`src/rtl/qpsk_pkg.sv`:
```
// rtl/qpsk_pkg.sv - shared QPSK symbol width, default amplitude and bit-to-level mapping
package qpsk_pkg;

    localparam int SYM_W = 16;
    localparam logic signed [SYM_W-1:0] AMP_DEFAULT = 16'sd8191;

    // Bit 0 maps to +amp, bit 1 to -amp; negation stays at SYM_W signed width.
    function automatic logic signed [SYM_W-1:0] map_bit(
        input logic                    b,
        input logic signed [SYM_W-1:0] amp
    );
        return b ? -amp : amp;
    endfunction

endpackage

```
`src/rtl/qpsk_bit_split_if.sv`:
```
// rtl/qpsk_bit_split_if.sv - symbol output bundle toward the modulator/NCO mixer
interface qpsk_bit_split_if #(
    parameter int FRAME_BITS = 40
);
    localparam int IW = $clog2(FRAME_BITS / 2);

    logic signed [qpsk_pkg::SYM_W-1:0] i_o;
    logic signed [qpsk_pkg::SYM_W-1:0] q_o;
    logic                              sym_vld;
    logic [IW-1:0]                     sym_idx;
    logic                              frame_sof;

    modport master (output i_o, q_o, sym_vld, sym_idx, frame_sof);
    modport slave  (input  i_o, q_o, sym_vld, sym_idx, frame_sof);

endinterface

```
`src/rtl/bit_timer.sv`:
```
// rtl/bit_timer.sv - free-running bit period counter with mid-bit and end-bit strobes
module bit_timer #(
    parameter int DIV = 12500
) (
    input  logic clk,
    input  logic rst,
    output logic mid,
    output logic last
);
    localparam int CW = $clog2(DIV);

    logic [CW-1:0] cnt;

    always_ff @(posedge clk) begin
        if (rst) begin
            cnt <= '0;
        end else if (cnt == CW'(DIV - 1)) begin
            cnt <= '0;
        end else begin
            cnt <= cnt + 1'b1;
        end
    end

    assign mid  = (cnt == CW'(DIV / 2));
    assign last = (cnt == CW'(DIV - 1));

endmodule

```
`src/rtl/qpsk_bit_split.sv`:
```
// rtl/qpsk_bit_split.sv - pairs serial frame bits into dibits and drives held I/Q levels
module qpsk_bit_split
    import qpsk_pkg::*;
#(
    parameter int                    DIV        = 12500,
    parameter int                    FRAME_BITS = 40,
    parameter logic signed [SYM_W-1:0] AMP      = AMP_DEFAULT
) (
    input  logic             clk,
    input  logic             rst,
    input  logic             ser_i,
    qpsk_bit_split_if.master sym
);
    localparam int BW = $clog2(FRAME_BITS);
    localparam int IW = $clog2(FRAME_BITS / 2);

    logic          mid;
    logic          last;
    logic [BW-1:0] bit_idx;
    logic          i_bit;
    logic          q_bit;

    bit_timer #(.DIV(DIV)) u_timer (
        .clk  (clk),
        .rst  (rst),
        .mid  (mid),
        .last (last)
    );

    always_ff @(posedge clk) begin
        if (rst) begin
            bit_idx       <= '0;
            i_bit         <= 1'b0;
            q_bit         <= 1'b0;
            sym.i_o       <= '0;
            sym.q_o       <= '0;
            sym.sym_vld   <= 1'b0;
            sym.sym_idx   <= '0;
            sym.frame_sof <= 1'b0;
        end else begin
            sym.sym_vld   <= 1'b0;
            sym.frame_sof <= 1'b0;

            if (mid) begin
                if (bit_idx[0]) begin
                    q_bit <= ser_i;
                end else begin
                    i_bit <= ser_i;
                end
            end

            if (last) begin
                bit_idx <= (bit_idx == BW'(FRAME_BITS - 1)) ? '0 : bit_idx + 1'b1;
                // The odd bit closes a dibit; both halves are already captured.
                if (bit_idx[0]) begin
                    sym.i_o       <= map_bit(i_bit, AMP);
                    sym.q_o       <= map_bit(q_bit, AMP);
                    sym.sym_idx   <= IW'(bit_idx >> 1);
                    sym.sym_vld   <= 1'b1;
                    sym.frame_sof <= (bit_idx == BW'(1));
                end
            end
        end
    end

endmodule

```
`src/flat_wrapper.sv`:
```
// flat-port wrapper written by rule: the top's interface ports become plain ports
module qpsk_bit_split_flat import qpsk_pkg::*;
#(
    parameter int                    DIV        = 12500,
    parameter int                    FRAME_BITS = 40,
    parameter logic signed [SYM_W-1:0] AMP      = AMP_DEFAULT
)
  (clk, rst, ser_i, sym_i_o, sym_q_o, sym_sym_vld, sym_sym_idx, sym_frame_sof);
  qpsk_bit_split_if #(.FRAME_BITS(FRAME_BITS)) sym_i ();
  input  logic clk;
  input  logic rst;
  input  logic ser_i;
  output wire logic [$bits(sym_i.i_o)-1:0] sym_i_o;
  output wire logic [$bits(sym_i.q_o)-1:0] sym_q_o;
  output wire logic [$bits(sym_i.sym_vld)-1:0] sym_sym_vld;
  output wire logic [$bits(sym_i.sym_idx)-1:0] sym_sym_idx;
  output wire logic [$bits(sym_i.frame_sof)-1:0] sym_frame_sof;
  assign sym_i_o = sym_i.i_o;
  assign sym_q_o = sym_i.q_o;
  assign sym_sym_vld = sym_i.sym_vld;
  assign sym_sym_idx = sym_i.sym_idx;
  assign sym_frame_sof = sym_i.frame_sof;
  qpsk_bit_split #(.DIV(DIV), .FRAME_BITS(FRAME_BITS), .AMP(AMP)) u_core (.clk(clk), .rst(rst), .ser_i(ser_i), .sym(sym_i));
endmodule
```
`config.mk`:
```
export PLATFORM = sky130hd
export DESIGN_NAME = qpsk_bit_split_flat
export DESIGN_NICKNAME = d
export VERILOG_FILES = /design/src/rtl/qpsk_pkg.sv /design/src/rtl/qpsk_bit_split_if.sv /design/src/rtl/bit_timer.sv /design/src/rtl/qpsk_bit_split.sv /design/src/flat_wrapper.sv
export SDC_FILE = /design/constraint.sdc
export NUM_CORES = 1
export LEC_CHECK = 0
export ABC_CLOCK_PERIOD_IN_PS = 1800
export CAP_MARGIN = 15
export CORE_MARGIN = 1
export CORE_UTILIZATION = 44
export DETAILED_ROUTE_END_ITERATION = 10
export PLACE_DENSITY = 0.75
export SYNTH_ARGS = -nofsm -noshare
export SYNTH_HDL_FRONTEND = slang
export SYNTH_SLANG_ARGS = --single-unit
```
`constraint.sdc`:
```
create_clock -name clk -period 1.8 [get_ports clk]
set_clock_uncertainty 0.2 [all_clocks]
set_input_delay 0.54 -clock clk [delete_from_list [all_inputs] [get_ports clk]]
set_output_delay 0.54 -clock clk [all_outputs]
set_load 0.03 [all_outputs]
```
==> out/qor.csv, run 1 <==
stage,metric,value,unit
grt,grt_start_max_net_pins,21,
critical_path,arrival,1.83,ns
critical_path,worstPathCellList,"ha_2, and4b_2, nand4_1, or3_1, a21oi_1",
clocking,cts.clk_slew.worst_paths,0.07,ns
clocking,cts_buffers,5,
clocking,cts_sinks,34,
cells_and_area,fillers,347,
synth,synth_nets,211,
grt,overflow,0,
floorplan,io_pins,42,
critical_path,cp-end-kind,register,
flow_run,drv_cap,0,
drt,wl_per_cell,12.32,um
grt,grt_first_pass_wirelength,5.954,mm
critical_path,r2r_slack,-0.007,ns
critical_path,worstRegToRegCells,5,
sta,finalWorstSetupSlack,-0.007040,ns
drt,first_iter_violations,89,
pwr,power.total,1.531,mW
cells_and_area,finish.instance_area,2135,um2
hold_path,hold_class,reg -> reg,
pwr,p_leak,0.8851,nW
clocking,tritoncts,built,
critical_path,cp.required,1.82,ns
sta,slew_violations,0,
critical_path,worst-setup-path-type,reg -> reg,
drt,drt-vias-per-instance,5.131,
sta,period_needed,1.807,ns
sta,rsz0062_at_grt,true,
run_status,violations,negative setup slack,
sta,fmax,553.4,MHz
critical_path,r2r_start,u_core.u_timer.cnt[1]$_SDFF_PP0_,
clocking,htree_levels,2,
place,placed_cell_area,2022,um2
clocking,root_buffer,clkbuf_8,
floorplan,dieArea,4176,um2
sta,setup_tns,-0.01390,ns
floorplan,die-width,64.62,um
floorplan,initial_utilization,0.4643,
place,dp_hpwl,2.511,mm
synth,synth_top_area_cell,dfxtp_1,
drt,dr_total_vias,1447,
drt,final_antenna_net_count,0,
grt,grt_antenna_before_repair,0,
critical_path,crit_slowest_cell,or3_1,
cells_and_area,nets,241,
sta,hold_viol,0,
floorplan,fp-row-count,22,
synth,yosysWarnings,0,
grt,grt_pass1_vias,1343,
cells_and_area,drive_above_1_share,0.2991,
synth,yosys_register_bits,34,
synth,synthArstFlopShare,0,
floorplan,die_y,64.62,um
synth,avgSynthCellArea,8.458,um2
place,pre_cts_ws,-0.04993,ns
critical_path,crit_path_max_fanout,6,
critical_path,cp-start-kind,register,
critical_path,crit_path_end,u_core.bit_idx[2]$_SDFFE_PP0N_,
synth,netlist_top_cells_count,"dfxtp_1 (34), buf_4 (27), nand3_1 (21), nor2_1 (21), a21oi_1 (15)",
sta,tightest_slew,0.3389,ns
drt,dr.pass1.iters,4,
synth,netlist_area,1725,um2
run_status,status,"finished, violations left",
cells_and_area,fin_cells,282,
cells_and_area,area_delta_synth_final,23.71,%
synth,ys.flop_type,dfxtp_1,
cells_and_area,diodes,0,
synth,synth-edff-count,0,
synth,ys_seq_area_frac,0.3945,
place,dpl.cell_count,273,
critical_path,rr_endpoint,u_core.bit_idx[2]$_SDFFE_PP0N_,
synth,synth.most_common_cell,dfxtp_1,
drt,drt_wl_total,3.474,mm
critical_path,startpoint,u_core.u_timer.cnt[1]$_SDFF_PP0_,
clocking,clk_path_buf_depth,2,
sta,fin_crit_sh,1.004,
sta,relSlewSlack,0.7720,
clocking,clock_latency,0.28,ns
place,io_buffers,41,
synth,netlist_instances,204,
synth,yosys-top-cells-area,"dfxtp_1 (39%), buf_4 (12%), nand3_1 (6.1%)",
pwr,power_density,717.2,nW/um2
grt,grt_usage,0.1849,
floorplan,core_area,3716,um2
critical_path,crit_path_max_incr_delay,0.38,ns
place,globalplace.congestion,0.8161,
pwr,irDropWorstVdd,501.9,uV
synth,synth_top_area_frac,0.3945,
sta,setup_violations,4,
synth,synth.distinct_cells,31,
drt,drc,0,
through the flow:
step / util / hold WS (ns)
after floorplan: - / 0.2378
after global placement: 0.5441 / 0.2599
after detailed placement: 0.5441 / 0.2637
after CTS: 0.5785 / 0.2673
after global routing: 0.5744 / 0.2944
final: 0.5744 / 0.2612
cell type report:
class,count,area (um2),area share
Multi-Input combinational cell,129,803.3,0.3763
Sequential cell,34,685.7,0.3212
Timing Repair Buffer,59,454.2,0.2128
Clock buffer,6,82.58,0.03869
Tap cell,48,60.06,0.02814
Clock inverter,1,30.03,0.01407
Inverter,5,18.77,0.008792
cells by family after synthesis:
logic type	Yosys count	share of synthesized area
and+or+nand+nor	82	0.2618
buffers and inverters	41	0.1537
DFF	34	0.3945
AOI/OAI and AO/OA	29	0.08847
xor gates and xnor gates	12	0.06091
adders and majority gates	4	0.02901
muxes	2	0.01160
power by group:
part	switching (mW)	internal, mW
Combinational	0.0293	0.0317
Clock	0.265	0.443
Sequential	0.00384	0.758
Total	0.298	1.23
critical path, delay by kind of cell, from the launching register on:
family	cells	cell delay (ns)
AOI/OAI and AO/OA	1	0.14
adders and majority gates	1	0.18
and+or+nand+nor	3	0.87
DFF	1	0.34
worst min path at each step:
stage | end | cells past startpoint | slack (ns) | start
floorplan | u_core.sym.i_o[12]$_SDFFE_PP0P_ | 1 | 0.24 | u_core.i_bit$_SDFFE_PP0P_
global placement | u_core.sym.sym_idx[4]$_SDFFE_PP0P_ | 2 | 0.26 | u_core.sym.sym_idx[4]$_SDFFE_PP0P_
detailed placement | u_core.sym.i_o[12]$_SDFFE_PP0P_ | 1 | 0.26 | u_core.i_bit$_SDFFE_PP0P_
CTS | u_core.sym.i_o[12]$_SDFFE_PP0P_ | 1 | 0.27 | u_core.i_bit$_SDFFE_PP0P_
global route | u_core.sym.sym_idx[1]$_SDFFE_PP0P_ | 2 | 0.29 | u_core.sym.sym_idx[1]$_SDFFE_PP0P_
finish | u_core.sym.i_o[12]$_SDFFE_PP0P_ | 1 | 0.26 | u_core.i_bit$_SDFFE_PP0P_
cells in the final DEF (no fill, tap or decap), types with 2 or more instances in the layout:
cell type and count:
dlygate4sd2_1 6, or3_1 2, inv_1 5, and2_1 2, nand2b_1 4, nor3_1 3, o21ai_0 2, dfxtp_2 4
a21oi_1 14, clkbuf_2 8, xnor2_1 7, nor4_1 3, xor2_1 5, clkbuf_8 6, clkdlybuf4s50_1 2, a211oi_1 3
o21ai_1 8, buf_4 40, nand3_1 21, and3_1 5, ha_1 3, nor2_1 21, nor3b_1 2, dfxtp_1 30
mux2i_1 2, nand4_1 6, nand2_1 4
per-layer routing:
| metal | track usage | vias to the layer above | part of all wire |
|---|---|---|---|
| met1 | 0.2026 | 671 | 0.44 |
| met2 | 0.3329 | 39 | 0.50 |
| met4 | 0.05000 | 0 | 0.0083 |
| met5 | 0 | - | 0 |
| met3 | 0.06690 | 5 | 0.049 |
| li1 | - | 732 | - |
repair_timing:
action                                 in CTS  in global routing
buffers inserted                            2                  0
setup endpoints to repair                  44                 39
gates resized for setup                    23                 31
pin swaps                                   2                  6
endpoints found under the hold margin       0                  0
hold buffers                                0                  0
flip-flops by register name (all words and copies together) (netlist names):
signal,count
u_core.i_bit,1
u_core.sym.q_o,3
u_core.sym.frame_sof,1
u_core.sym.sym_vld,1
u_core.sym.sym_idx,5
u_core.u_timer.cnt,14
u_core.bit_idx,6
u_core.q_bit,1
u_core.sym.i_o,2
Note: power is estimated with default switching activity, not from simulation.
==> inputs of run 2 (changes only) <==
- CTS_CLUSTER_DIAMETER: not set -> 150
==> results of run 2 <==
The final DEF is identical to that of run 1; final timing and power are the same.
